$ cat config.mk
export PLATFORM = sky130hd
export DESIGN_NAME = rf_write_arbiter
export DESIGN_NICKNAME = d
export VERILOG_FILES = /design/src/rtl/rf_pkg.sv /design/src/rtl/rr_arbiter2.sv /design/src/rtl/rf_write_arbiter.sv
export SDC_FILE = /design/constraint.sdc
export NUM_CORES = 1
export LEC_CHECK = 0
export ABC_AREA = 1
export CORE_MARGIN = 10
export CORE_UTILIZATION = 42
export DETAILED_ROUTE_END_ITERATION = 10
export GPL_TIMING_DRIVEN = 0
export PLACE_DENSITY = 0.8
export SYNTH_ARGS = -nofsm -noshare
export SYNTH_HDL_FRONTEND = slang
export SYNTH_SLANG_ARGS = --single-unit
$ cat constraint.sdc
create_clock -name clk -period 2.08 [get_ports clk]
set_clock_uncertainty 0.1 [all_clocks]
set_input_delay 0.208 -clock clk [delete_from_list [all_inputs] [get_ports clk]]
set_output_delay 0.208 -clock clk [all_outputs]
set_load 0.05 [all_outputs]
$ cat src/rtl/rf_pkg.sv
// rf_pkg: shared constants and encodings for the register-file write path.
//   RF_DATA_W / RF_ADDR_W / RF_NUM_REGS / RF_CNT_W : default sizes
//   req_t   : requester id (REQ_A = ALU writeback, REQ_B = load writeback)
//   state_t : write-port owner state (ST_CLEAR = zero-fill, ST_RUN = arbitrate)
package rf_pkg;
    localparam int RF_DATA_W   = 32;
    localparam int RF_ADDR_W   = 5;
    localparam int RF_NUM_REGS = 32;
    localparam int RF_CNT_W    = 16;

    typedef enum logic {
        REQ_A = 1'b0,
        REQ_B = 1'b1
    } req_t;

    typedef enum logic {
        ST_CLEAR = 1'b0,
        ST_RUN   = 1'b1
    } state_t;
endpackage

$ cat src/rtl/rr_arbiter2.sv
// rr_arbiter2: two-way round-robin grant with a valid/ready handshake.
//   clk, rst          : clock, async active-low reset
//   en                : arbitration enabled (no grants while low)
//   a_valid, b_valid  : request lines
//   a_grant, b_grant  : one-hot-or-zero grant (combinational), doubles as ready
// The grant is a function of the valids and the last winner only, so a
// requester's payload can never influence whether it is accepted.
module rr_arbiter2
    import rf_pkg::*;
(
    input  logic clk,
    input  logic rst,
    input  logic en,
    input  logic a_valid,
    input  logic b_valid,
    output logic a_grant,
    output logic b_grant
);
    req_t rr_last;

    // Under contention the requester that did not win last time goes first.
    always_comb begin
        a_grant = en & a_valid & (~b_valid | (rr_last == REQ_B));
        b_grant = en & b_valid & (~a_valid | (rr_last == REQ_A));
    end

    // Reset to B so A wins the first contention.
    always_ff @(posedge clk or negedge rst) begin
        if (!rst) begin
            rr_last <= REQ_B;
        end else if (a_grant) begin
            rr_last <= REQ_A;
        end else if (b_grant) begin
            rr_last <= REQ_B;
        end
    end
endmodule

$ cat src/rtl/rf_write_arbiter.sv
// rf_write_arbiter: sole owner of the register file write port.
// After reset it zero-fills registers 0..NUM_REGS-1 (one per cycle), then
// round-robin arbitrates between A (ALU writeback) and B (load writeback).
//   clk, rst                 : clock, async active-low reset
//   a_valid/a_reg/a_data     : requester A, a_ready = accepted this cycle
//   b_valid/b_reg/b_data     : requester B, b_ready = accepted this cycle
//   write/write_reg/write_data : registered register file write port
//   init_done                : zero-fill complete, arbitration active
//   conflict_cnt             : saturating count of RUN cycles with both valid
module rf_write_arbiter
    import rf_pkg::*;
#(
    parameter int DATA_W   = RF_DATA_W,
    parameter int ADDR_W   = RF_ADDR_W,
    parameter int NUM_REGS = RF_NUM_REGS,
    parameter int CNT_W    = RF_CNT_W
) (
    input  logic              clk,
    input  logic              rst,
    input  logic              a_valid,
    output logic              a_ready,
    input  logic [ADDR_W-1:0] a_reg,
    input  logic [DATA_W-1:0] a_data,
    input  logic              b_valid,
    output logic              b_ready,
    input  logic [ADDR_W-1:0] b_reg,
    input  logic [DATA_W-1:0] b_data,
    output logic              write,
    output logic [ADDR_W-1:0] write_reg,
    output logic [DATA_W-1:0] write_data,
    output logic              init_done,
    output logic [CNT_W-1:0]  conflict_cnt
);
    localparam logic [ADDR_W-1:0] LAST_IDX = ADDR_W'(NUM_REGS - 1);

    state_t            state;
    logic [ADDR_W-1:0] idx;

    rr_arbiter2 u_rr (
        .clk     (clk),
        .rst     (rst),
        .en      (state == ST_RUN),
        .a_valid (a_valid),
        .b_valid (b_valid),
        .a_grant (a_ready),
        .b_grant (b_ready)
    );

    always_ff @(posedge clk or negedge rst) begin
        if (!rst) begin
            state        <= ST_CLEAR;
            idx          <= '0;
            write        <= 1'b0;
            write_reg    <= '0;
            write_data   <= '0;
            init_done    <= 1'b0;
            conflict_cnt <= '0;
        end else begin
            case (state)
                ST_CLEAR: begin
                    write      <= 1'b1;
                    write_reg  <= idx;
                    write_data <= '0;
                    idx        <= idx + 1'b1;
                    if (idx == LAST_IDX) state <= ST_RUN;
                end
                ST_RUN: begin
                    // Rises one edge after the last clear write is issued.
                    init_done <= 1'b1;
                    if (a_valid && b_valid && (conflict_cnt != '1))
                        conflict_cnt <= conflict_cnt + 1'b1;
                    if (a_ready) begin
                        write      <= 1'b1;
                        write_reg  <= a_reg;
                        write_data <= a_data;
                    end else if (b_ready) begin
                        write      <= 1'b1;
                        write_reg  <= b_reg;
                        write_data <= b_data;
                    end else begin
                        // Address and data hold; only the enable drops.
                        write <= 1'b0;
                    end
                end
                default: state <= ST_CLEAR;
            endcase
        end
    end
endmodule

==> impl_metrics.csv, run 1 <==
group,metric,value,unit
yosys,syn_inst,386,
setup_path,cp.buffers_inverters,1,
clocking,insertion_delay,0.34,ns
placed_design,hpwlAfterDp,7730,µm
final_layout,final_common_cell,"clkdlybuf4s50_1",
timing,rsz0062_at_grt,"false",
yosys,yosys_most_used_dff,"dfrtp_1",
detailed_routing,drtAntennaViolNets,0,
grt,antenna_found_initial,0,
clocking,htreeDepth,3,
timing,setup_viol_count_final,0,
floorplan,die-area,11100,µm²
grt,grt_pass1_vias,3128,
outcome,outcome,"finished, final reports clean",
hold_path,hold_class,"in -> async",
power_and_ir_drop,pwr-share-comb,30.7,%
yosys,synth-simple-area-share,24.6,%
power_and_ir_drop,p_int,2.46,mW
power_and_ir_drop,clkPwrFrac,31.1,%
floorplan,core_area,6910,µm²
yosys,synth_fa_ha_area_share,1.23,%
detailed_routing,dr.pass1.iters,5,
setup_path,cp_slowest_stage_delay,0.85,ns
final_layout,fill_cells,581,
power_and_ir_drop,p_seq_share,38.1,%
detailed_routing,top_layer_used,"met4",
setup_path,start_kind,"register",
final_layout,most-common-layout-cells,"clkdlybuf4s50_1, nand2_1, dfrtp_1",
detailed_routing,dr_wl_met2,4500,µm
setup_path,crit_arrival,1.66,ns
grt,gr-total-overflow,0,
yosys,synthDistinctLibCells,26,
grt,grt_pass1_wl,15500,µm
placed_design,gp_congestion,0.869,
setup_path,crit_type,"reg -> out",
clocking,cts_root_buffer,"clkbuf_8",
detailed_routing,vias,3084,
setup_path,cp_data_required_time,1.77,ns
detailed_routing,routed_wirelength,9720,µm
yosys,yosys-mux-area-fraction,0,%
setup_path,critPathMaxFanout,7,
clocking,cts.sinks,62,
timing,period_minus_slack,1.96,ns
final_layout,drive_gt1_share,8.55,%
setup_path,crit_chain,"clkdlybuf4s50_1",
detailed_routing,wl_met1,3630,µm
yosys,synth_compound_area_share,15.4,%
detailed_routing,avgRoutedWirePerCell,15.3,µm
detailed_routing,first_iter_violations,110,
power_and_ir_drop,vdd_ir_drop_max,0.517,mV
timing,finalCritPeriodShare,94.4,%
clocking,cts_buffer_depth,2,
setup_path,critPathCaptureType,"primary output",
final_layout,synthToLayoutAreaGrowth,55.5,%
clocking,cts_made_buffers,9,
yosys,ys_ff_latch,62,
detailed_routing,drt-vias-per-instance,4.86,
final_layout,largest_register_ffs,32,
yosys,synth_xor_area_share,2.30,%
grt,grt_max_degree,33,
setup_path,slowest_stage,"clkdlybuf4s50_1",
clocking,post_cts_buffers,0,
yosys,synth_top_family_by_area,"simple AND/OR/NAND/NOR gates",
yosys,syn_area,3050,µm²
final_layout,seq_area,1550,µm²
yosys,synthTopCellsByArea,"dfrtp_1, nand2_1, o21ai_0",
final_layout,multi_input_area,1330,µm²
yosys,syn-num-nets,467,
yosys,synthArstFlopShare,100,%
power_and_ir_drop,netSwitchingPower,1.26,mW
floorplan,io-pin-count,135,
timing,finalHoldViolCount,0,
clocking,tritoncts,"yes",
clocking,clkTransAtPathRegs,0.07,ns
yosys,synth_top_area_share,50.1,%
power_and_ir_drop,power,3.73,mW
floorplan,num_rows,30,
floorplan,start_util,44.1,%
floorplan,dieWidth,105,µm
power_and_ir_drop,powerDensity,787,nW/µm²
floorplan,die_h,105,µm
yosys,ys_seq_area_share,51.0,%
setup_path,path_delay_family,"buffers and inverters",
placed_design,port_buffers,134,
final_layout,postLayoutCoreUtil,68.6,%
grt,grt.total_usage,17.4,%
yosys,synth_edf_count,0,
power_and_ir_drop,swShare,33.9,%
final_layout,antenna_cells,0,
yosys,yosysWarnings,0,
yosys,synth.avg_cell_area,7.89,µm²
timing,slew_headroom,53.7,%
final_layout,nNetsFinal,614,
yosys,yosysTopAreaCell,"dfrtp_1",
timing,slew_viol_final,0,
timing,tightestPinTransition,0.694,ns
detailed_routing,drc_errors,0,
timing,max_freq,509,MHz
job,max-cap-violations,0,
detailed_routing,route.met3.wl,1420,µm
power_and_ir_drop,p_leak,2.02,nW
[power by group through the flow]
stage	Sequential (mW)	Combinational (mW)	Clock [mW]
floorplan	1.84	0.240	0
global placement	1.43	1.15	0
detailed placement	1.44	1.16	0
CTS	1.42	1.16	1.18
global route	1.44	1.22	1.23
finish	1.42	1.15	1.16
[synthesized netlist by cell type (4+ instances only)]
library cell,number
nand4_1,4
dfrtp_1,61
xnor2_1,6
nand2_1,109
nand3_1,8
inv_1,18
buf_2,12
o21ai_0,55
a21oi_1,7
o21ai_1,21
nor2_1,59
[area by class of cell]
class                   count  area share, %
multi-input cells         287           28.0
clock inverters             4           1.48
clock buffers              12           3.06
inverters                  21           1.66
flip-flops and latches     62           32.8
well taps                  96           2.53
repair buffers            136           28.6
plain buffers              16           1.85
[metal layers]
metal	GRT usage [%]	vias to the layer above
li1	-	1545
met1	17.5	1400
met2	28.2	125
met3	11.3	14
met4	6.67	0
met5	0	-
[metrics by stage]
step           area (µm²)  std cells  hold slack [ns]  setup WS [ns]  setup TNS, ns
4_1_cts              4750        634            0.354         0.0221              0
5_1_grt              4740        634            0.371         0.0101              0
6_report             4740        634            0.352          0.116              0
2_1_floorplan        3050        386           -0.188          0.202              0
3_3_place_gp         4510        616            0.355          -1.31         -80.56
3_5_place_dp         4520        617            0.197         -0.335         -0.522
[what timing repair did]
item                                    4_1_cts  5_1_grt
endpoints found under the hold margin        29        0
resized for setup                             6        4
endpoints found under the setup margin        2        2
pin swaps                                     0        0
hold buffers                                  1        0
[cell families after synthesis]
family | count (synthesis)
adders and majority gates | 3
and+or+nand+nor | 187
DFF | 62
xor gates and xnor gates | 8
buffers and inverters | 37
AOI/OAI and AO/OA | 89
[worst paths after layout]
| check | slack [ns] | depth (start not counted) | end | startpoint |
|---|---|---|---|---|
| min in group clk | 0.36 | 3 | write_data[27]$_DFFE_PN0P_ | b_data[27] |
| max in group asynchronous | 0.91 | 3 | write_data[16]$_DFFE_PN0P_ | rst |
| worst min-delay path | 0.35 | 2 | conflict_cnt[6]$_DFFE_PN0P_ | rst |
| worst max-delay path | 0.12 | 1 | conflict_cnt[2] | conflict_cnt[2]$_DFFE_PN0P_ |
| worst min register to register | 0.37 | 1 | init_done$_DFFE_PN0P_ | init_done$_DFFE_PN0P_ |
| worst max register to register | 0.34 | 8 | conflict_cnt[9]$_DFFE_PN0P_ | conflict_cnt[0]$_DFFE_PN0P_ |
Power figures use the tool's default switching activity.
==> run 2: changes to the inputs <==
CORE_MARGIN = default   (was 10)
HOLD_SLACK_MARGIN = 0.03   (was default)
==> impl_metrics.csv, run 2 (same netlist as run 1, synthesis figures left out) <==
group,metric,value,unit
clocking,cts_root_buffer,"clkbuf_8",
detailed_routing,first_iter_violations,122,
final_layout,antenna_cells,0,
detailed_routing,dr.pass1.iters,4,
grt,grt_pass1_vias,2959,
grt,gr-total-overflow,0,
grt,grt_max_degree,33,
clocking,htreeDepth,3,
setup_path,critPathMaxFanout,7,
final_layout,most-common-layout-cells,"clkdlybuf4s50_1, nand2_1, dfrtp_1",
grt,grt_pass1_wl,13800,µm
grt,grt.total_usage,23.9,%
power_and_ir_drop,vdd_ir_drop_max,0.380,mV
setup_path,rr_worst_depth,8,
timing,finalCritPeriodShare,93.4,%
timing,max_freq,515,MHz
grt,grt.busiest_layer,"met2",
setup_path,crit_type,"reg -> out",
detailed_routing,vias,3049,
grt,antenna_found_initial,0,
clocking,tritoncts,"yes",
timing,rsz0062_at_grt,"false",
power_and_ir_drop,p_leak,1.98,nW
setup_path,cp_slowest_stage_delay,0.84,ns
final_layout,largest_register_ffs,32,
setup_path,critPathCaptureType,"primary output",
final_layout,fill_cells,589,
grt,use_met1,28.1,%
timing,period_minus_slack,1.94,ns
timing,finalHoldViolCount,0,
setup_path,start_kind,"register",
final_layout,final_common_cell,"clkdlybuf4s50_1",
final_layout,drive_gt1_share,8.01,%
placed_design,gp_congestion,0.843,
floorplan,die-area,7600,µm²
final_layout,nNetsFinal,614,
detailed_routing,avgRoutedWirePerCell,13.3,µm
timing,tightestPinTransition,0.701,ns
timing,setup_ws,0.138,ns
clocking,post_cts_buffers,0,
detailed_routing,drt-vias-per-instance,4.82,
setup_path,path_delay_family,"buffers and inverters",
timing,slew_viol_final,0,
timing,setup_tns,0,ns
clocking,clkTransAtPathRegs,0.06,ns
setup_path,cp_data_required_time,1.77,ns
floorplan,start_util,44.1,%
detailed_routing,drc_errors,0,
setup_path,crit_arrival,1.63,ns
timing,slew_headroom,53.3,%
setup_path,cp.buffers_inverters,1,
floorplan,dieWidth,87.2,µm
grt,use_met3,8.44,%
clocking,cts.sinks,62,
detailed_routing,routed_wirelength,8410,µm
setup_path,slowest_stage,"clkdlybuf4s50_1",
floorplan,io-pin-count,135,
placed_design,hpwlAfterDp,6490,µm
job,max-cap-violations,0,
setup_path,crit_chain,"clkdlybuf4s50_1",
setup_path,path_depth,1,
floorplan,die_h,87.2,µm
power_and_ir_drop,powerDensity,731,nW/µm²
floorplan,core_area,6910,µm²
detailed_routing,drtAntennaViolNets,0,
hold_path,hold_class,"in -> async",
floorplan,num_rows,30,
placed_design,port_buffers,134,
timing,setup_viol_count_final,0,
placed_design,dp_slack,-0.319,ns
power_and_ir_drop,power,3.41,mW
outcome,outcome,"finished, final reports clean",
grt,grtUsageMet2,39.8,%
final_layout,synthToLayoutAreaGrowth,53.3,%
clocking,cts_buffer_depth,2,
clocking,cts_made_buffers,9,
clocking,insertion_delay,0.34,ns
## run 2: worst reg2reg max path: stages, from the launching register on
cell     delay (ns)
dfrtp_1        0.41
ha_1           0.22
nand2_1        0.06
nor2_1         0.11
nand2_1        0.13
o21ai_4        0.29
inv_2          0.15
nand2_1        0.10
nand2_1        0.05
## run 2: stage by stage
step / utilization [%] / std cells / hold slack, ns / area, µm²
2_1_floorplan: - / 386 / -0.188 / 3050
3_3_place_gp: 65.3 / 616 / 0.353 / 4510
3_5_place_dp: 65.5 / 617 / 0.198 / 4520
4_1_cts: 67.8 / 633 / 0.359 / 4680
5_1_grt: 67.6 / 633 / 0.377 / 4670
6_report: 67.6 / 633 / 0.359 / 4670
## run 2: where the power goes
part | internal [mW] | switching (mW) | leakage [nW]
Sequential | 1.33 | 0.0943 | 0.761
Combinational | 0.431 | 0.703 | 1.15
Clock | 0.423 | 0.435 | 0.0773
Total | 2.18 | 1.23 | 1.98
## run 2: final timing paths
path | start | endpoint | slack, ns
setup / recovery | conflict_cnt[2]$_DFFE_PN0P_ | conflict_cnt[2] | 0.14
hold / removal | rst | conflict_cnt[3]$_DFFE_PN0P_ | 0.36
setup reg to reg | conflict_cnt[0]$_DFFE_PN0P_ | conflict_cnt[9]$_DFFE_PN0P_ | 0.34
hold reg to reg | init_done$_DFFE_PN0P_ | init_done$_DFFE_PN0P_ | 0.37
max in group asynchronous | rst | u_rr.rr_last$_DFFE_PN1P_ | 0.84
min in group clk | b_data[23] | write_data[23]$_DFFE_PN0P_ | 0.37
## run 2: layout make-up
class                   instances  area [µm²]  area share, %
multi-input cells             287        1330           28.4
flip-flops and latches         62        1550           33.2
well taps                      96         120           2.57
clock buffers                  13         139           2.97
plain buffers                  16        87.6           1.87
clock inverters                 2        10.0          0.214
repair buffers                136        1360           29.0
inverters                      21        78.8           1.69
## run 2: metal layers
| layer | share of wire (%) | up-vias |
|---|---|---|
| met1 | 40 | 1390 |
| met4 | 1.6 | 0 |
| li1 | - | 1534 |
| met5 | 0 | - |
| met3 | 8.9 | 11 |
| met2 | 49 | 114 |
## run 2: repair_timing
| action | in CTS | in global routing |
|---|---|---|
| setup endpoints to repair | 2 | 2 |
| hold endpoints to repair | 30 | 0 |
| resized for setup | 6 | 4 |
| hold buffers | 1 | 0 |
